File: config.mk
export PLATFORM = sky130hd
export DESIGN_NAME = uart_rx
export DESIGN_NICKNAME = d
export VERILOG_FILES = /design/src/rtl/uart_rx.sv
export SDC_FILE = /design/constraint.sdc
export NUM_CORES = 1
export LEC_CHECK = 0
export ABC_AREA = 1
export BUFFER_PORTS_ARGS = -buffer_cell sky130_fd_sc_hd__buf_2
export CORE_AREA = 2 2 87 89
export DETAILED_ROUTE_END_ITERATION = 10
export DIE_AREA = 0 0 89 91
export PLACE_DENSITY = 0.72
export SYNTH_ARGS = -nofsm -noshare
export SYNTH_HDL_FRONTEND = slang
export SYNTH_SLANG_ARGS = --single-unit
File: constraint.sdc
create_clock -name clk -period 1.6 [get_ports clk]
set_clock_uncertainty 0.05 [all_clocks]
set_input_delay 0.24 -clock clk [delete_from_list [all_inputs] [get_ports clk]]
set_output_delay 0.24 -clock clk [all_outputs]
set_load 0.01 [all_outputs]
File: src/rtl/uart_rx.sv
// uart_rx: 8N1 serial receiver that samples mid-bit, rejects short start glitches and parks in BREAK after a bad stop bit.
// Optional macro UART_RX_MAJORITY_EN replaces each decision sample with a 3-sample majority vote.
module uart_rx #(
  parameter int CLOCK_FREQUENCY = 200000000,
  parameter int BAUD_RATE       = 9600
) (
  input  logic       clk,
  input  logic       rstn,
  input  logic       rx,
  output logic [7:0] dout,
  output logic       valid,
  output logic       frame_err,
  output logic       busy
);

  localparam logic [31:0] TIMER_MAX = 32'(CLOCK_FREQUENCY / BAUD_RATE - 1);
  localparam logic [31:0] HALF      = TIMER_MAX / 32'd2;

  typedef enum logic [2:0] {IDLE, START, DATA, STOP, BREAK} state_t;

  state_t      state;
  logic [31:0] count;
  logic [2:0]  bit_idx;
  logic [7:0]  shift_reg;
  logic        sync1;
  logic        rx_s;
  logic        sample;

  always_ff @(posedge clk) begin
    if (!rstn) begin
      sync1 <= 1'b1;
      rx_s  <= 1'b1;
    end else begin
      sync1 <= rx;
      rx_s  <= sync1;
    end
  end

`ifdef UART_RX_MAJORITY_EN
  // hist[0] tracks rx_s, so the vote covers rx_s at this edge and the two before it.
  logic [2:0] hist;

  always_ff @(posedge clk) begin
    if (!rstn) hist <= 3'b111;
    else       hist <= {hist[1:0], sync1};
  end

  assign sample = (hist[0] & hist[1]) | (hist[0] & hist[2]) | (hist[1] & hist[2]);
`else
  assign sample = rx_s;
`endif

  always_ff @(posedge clk) begin
    if (!rstn) begin
      state     <= IDLE;
      count     <= '0;
      bit_idx   <= '0;
      shift_reg <= '0;
      dout      <= 8'h00;
      valid     <= 1'b0;
      frame_err <= 1'b0;
      busy      <= 1'b0;
    end else begin
      valid     <= 1'b0;
      frame_err <= 1'b0;
      case (state)
        IDLE: begin
          if (!rx_s) begin
            state <= START;
            count <= '0;
            busy  <= 1'b1;
          end
        end
        START: begin
          // A start bit that is high again at its midpoint was only a glitch.
          if (count == HALF) begin
            if (!sample) begin
              state   <= DATA;
              count   <= '0;
              bit_idx <= '0;
            end else begin
              state <= IDLE;
              busy  <= 1'b0;
            end
          end else begin
            count <= count + 32'd1;
          end
        end
        DATA: begin
          if (count == TIMER_MAX) begin
            shift_reg[bit_idx] <= sample;
            count              <= '0;
            if (bit_idx == 3'd7) state <= STOP;
            else                 bit_idx <= bit_idx + 3'd1;
          end else begin
            count <= count + 32'd1;
          end
        end
        STOP: begin
          // Leaving at mid-stop-bit lets a back-to-back start bit be caught on time.
          if (count == TIMER_MAX) begin
            count <= '0;
            if (sample) begin
              dout  <= shift_reg;
              valid <= 1'b1;
              state <= IDLE;
              busy  <= 1'b0;
            end else begin
              frame_err <= 1'b1;
              state     <= BREAK;
            end
          end else begin
            count <= count + 32'd1;
          end
        end
        BREAK: begin
          if (rx_s) begin
            state <= IDLE;
            busy  <= 1'b0;
          end
        end
        default: begin
          state <= IDLE;
          busy  <= 1'b0;
        end
      endcase
    end
  end

endmodule

# [Yosys cells after proc, flatten, opt, wreduce, memory -nomap -nowiden]
# Cells that the tools add are included.
# Widths: inputs -> output; s select.
[classes] n_addsub=2 n_lt_le_gt_ge=2 eq_ne=15 n_mux=28 bitwise=1 reduce_logical=11
[op_table] cell="$mux 32" n=3
[op_table] cell="$pmux 32 s3" n=1
[op_table] cell="$mux 3" n=11
[op_table] cell="$add 32x1->32 const B" n=1
[op_table] cell="$eq 32x14->1 const B" n=1
[op_table] cell="$eq 32x15->1 const B" n=1
[op_table] cell="$ne 2x2->1 const B" n=8
[op_table] cell="$pmux 3 s5" n=1
[op_table] cell="$bwmux 8" n=1
[op_table] cell="$mux 1" n=7
[op_table] cell="$eq 3x2->1 const B" n=2
[op_table] cell="$eq 3x3->1 const B" n=2
[op_table] cell="$pmux 3 s2" n=1
[op_table] cell="$reduce_and 3->1" n=2
[op_table] cell="$reduce_and 6->1" n=1
[op_table] cell="$pmux 1 s5" n=1
[op_table] cell="$reduce_and 5->1" n=1
[op_table] cell="$lt 3x4->1 const B" n=1
[op_table] cell="$reduce_and 4->1" n=1
[op_table] cell="$add 3x1->3 const B" n=1
[op_table] cell="$demux 1 s3" n=1
[op_table] cell="$eq 3x1->1 const B" n=1
[op_table] cell="$ge 3x1->1 const B" n=1
[op_table] cell="$logic_not 3->1" n=1
[op_table] cell="7 further kinds" n=7
[totals] ff_bits=59 inputBits=3 out_inout_bits=11 word_cells=69

# [Longest topological paths before layout]
[depth] depth_word=5 ltp_mapped=14 ltp_nobuf=13

# [Worst setup path before layout]
# Ideal clock, no wire load.
[synth_path] path_kind="register to register" from="register count[0]" to="register count[14]" setup_ps=112 arrival_ps=1570 required_ps=1438 path_slack_ps=-132 path_stages_with_launch=13 path_buffers=0 period_less_slack_ps=1732 cell_sequence="dfxtp_1 > ha_1 > nand3_1 > inv_1 > nand2_1 > nor2_2 > inv_2 > nor3_2 > nand2_1 > nand2_1 > nand2_1 > nor2_1 > nor2_1"
[synth_between] elab_chain_cells=3 word_cells_on_any_way=6 classes_between="add/sub (1); eq/ne (2); mux (3)"
[synth_lines] element="start, declared" line_no="22" text="logic [31:0] count;"
[synth_lines] element="start signal, assigned" line_no="86" text="count <= count + 32'd1;"
[synth_lines] element="start signal, assigned" line_no="96" text="count <= count + 32'd1;"
[synth_lines] element="start signal, assigned" line_no="113" text="count <= count + 32'd1;"
[synth_lines] element="$add 32x1->32, or another cell as far along" line_no="86, 96, 113"
[synth_lines] element="$mux 32 (on tied branches)" line_no="90, 101, 76"
[synth_lines] element="$pmux 32 s3 (*)" line_no="66" text="case (state)"
# Every way passes the cells marked *; elsewhere a longest branch is shown, timed or not.
# A chain may end at the register's enable or synchronous reset.

# [Worst setup path after layout]
[layout_path] from="register count[9]" to="register count[4]"
[layout_between] elab_chain_cells=3 word_cells_on_any_way=5 classes_between="eq/ne (2); mux (3)"
[layout_lines] element="$eq 32x15->1 or $eq 32x14->1 (tied branches)" line_no="90, 101, 76"
[layout_lines] element="$mux 32 (on tied branches)" line_no="90, 101, 76"
[layout_lines] element="$pmux 32 s3 (*)" line_no="66"
# Marked as above.

==> metrics.txt <==
status=finished, violations left; failing checks=hold timing, setup timing; antenna violations before repair=0; Initial Util=about 55%; H-tree depth=3; post-synth cell types=32; CTS tree=done; met2 Track Usage GR=about three fifths; # clock sinks=between 50 and 60; met1 Resource Use GR=40.59%; Async SR Flop Fraction=0%; final std cells w/o fill=899; Die Height=91 microns; wire per inst=approximately 20 microns; 1st-iter DRT viols=609; GRT Max-Usage Layer=met2; synth-to-layout area growth=56.91%; Hold Path Depth=2; Synth Cell Area=~0.0040 sq mm; leakage power=approximately 2.8 nW; Worst-Skew Late Latency=around 0.37 ns; Cells after DPL=858; drt drc=0; Vias=5608; Final Worst Setup Slack=-0.3565 ns; post-DP HPWL=8705 microns; max-slew violations=0; core outline area=0.007137 sq mm; vias in the first global route=roughly 4700; Synth Area per Inst=a little under 6 sq um; global route total overflow=0; PortBufs=13; WP data arrival=around 2.2 ns; RSZ-0062 raised after global routing=yes; layout cell share with drive strength beyond 1=between 40% and 50%; CP required=1.82 ns; CP Capture Type=flip-flop; Routed Antenna Nets=0; largest net degree at the start of global routing=39; crit-path max FO=6; CTS hold repair buffers=0; Synth Instances=roughly 670; Final Critical Period=1.957 ns; setup violators final=55; final-layout fill cell count=roughly 370; Worst-path clk slew=around 0.09 ns; first-pass GRT wire length=between 20000 and 25000 microns; Max-Slew Margin vs Limit=~73%; maximum VDD drop=about 1100 uV; I/O pin cnt=14; Final nets=~800; commonest non-fill, non-tap cells in the layout=163 x nand2_1, 107 x buf_4, 61 x nand3_1; CTS Buf Count=9; Final Hold Viols=1; total routed wirelength=17630 microns; pwr dens=between 1000 and 1500 mW/mm^2; ant diodes=0; Fmax achieved=about 510 MHz; chip width=between 80 and 90 microns; vias per inst=just over 6; worst r2r path cells=13; Largest stage delay, worst path=~0.35 ns; Top FF cell, synth=dfxtp_1; slowest cell on the critical path=dfxtp_2; Final period util=122.3%; syn nets=around 670; most frequent CP cell=nand2_1; TritonRoute pass-1 iters=6; Synth Register Bits=just under 60; worst slew pin tran=0.3985 ns; crit path cell chain=inv_1, nand2_1, nor2_1, nand2_1, nor2_4, nand2_4, nand2_4, nand2_8, buf_12, nand2_2, nand3_1, nand2_1, nor2_1; Reg area=approximately 0.0012 sq mm; multi-input logic area=0.003105 sq mm; CTS Buffer Depth=2; register area share after synthesis=29.85%; Global Route met3 Usage=4.727%; FP Rows=31; Post-synth EDFFs=0; Power Total=6.359 mW; global-route usage over all layers=34.24%; total of max-cap violations=0; Setup CP Type=reg -> reg; r2r setup slk=-0.36 ns; commonest non-fill, non-tap cell in the layout=nand2_1; gpl congestion=between 0.9 and 1; synth warn=0; DIE AREA=roughly 0.008 sq mm; Finished Core Util=~87%; hold_ws=-0.005795 ns; Largest register FFs=32; Root Driver=clkbuf_8; CP Launch Type=flip-flop; worst hold path class=in -> reg
[cells in the mapped netlist (all sizes together), types with 2 or more instances]
cell,number,share of area [%]
a21oi,52,6.6
a31oi,4,0.63
buf,16,2.3
clkbuf,12,1.1
clkinv,2,0.19
dfxtp,59,30
ha,4,1.3
inv,69,6.5
nand2,208,20
nand3,84,11
nand4,15,2.8
nor2,91,9.7
nor3,6,0.89
o211ai,11,2.1
o21ai,16,2.1
or2,5,0.79
xor2,7,1.5
[metrics by stage]
stage	setup slack (ns)	hold WS (ns)	instance area, sq um	TNS (ns)
2_1_floorplan	-0.01706	0.2966	4010	-0.1304
3_3_place_gp	-0.1870	0.3479	4975	-3.459
3_5_place_dp	-0.2341	0.3656	4975	-5.089
4_1_cts	-0.1247	0.01804	5574	-2.594
5_1_grt	-0.4644	0.01418	6210	-16.56
6_report	-0.3565	-0.005795	6210	-9.714
[metal layers]
layer	share of wire, %	up-vias
li1	-	2409
met1	34	2577
met2	47	463
met3	11	159
met4	8.8	0
met5	0	-
[cell type report]
class / instances / area share (%)
inverter: 71 / 4.473
timing repair buffer: 146 / 20.17
clock inverter: 7 / 1.330
sequential: 59 / 20.03
tap: 99 / 1.995
multi-input combinational: 508 / 50.01
clock buffer: 9 / 1.995
[worst paths after layout]
check	start	endpoint
hold reg to reg	sync1	rx_s
hold / removal	rx	sync1
setup reg to reg	count[9]	count[4]
setup / recovery	count[9]	count[4]
[cells by family (layout without fill, tap and decap cells)]
kind of cell | after synthesis | after routing | share of synthesized area, %
AOI/OAI and AO/OA | 85 | 85 | 11.79
adders and majority gates | 4 | 4 | 1.265
DFF | 59 | 59 | 29.85
buffers and inverters | 99 | 233 | 10.15
and+or+nand+nor | 411 | 411 | 45.18
xor gates and xnor gates | 8 | 8 | 1.771
[critical path, delay by kind of cell, from the launching register on]
kind / cells / cell delay, ns
buffers and inverters: 2 / 0.27
flip-flops: 1 / 0.35
AND/OR/NAND/NOR: 11 / 1.16
[power by group]
part	switching [mW]	internal, mW
sequential	0.105	1.58
clock	0.793	0.744
combinational	1.86	1.27
total	2.76	3.60
[repair_timing]
item	CTS	global route
gates resized for setup	96	148
endpoints found under the setup margin	53	56
gates cloned	1	1
setup buffers	12	16
pin swaps	26	67
(Power assumes the default switching activity.)
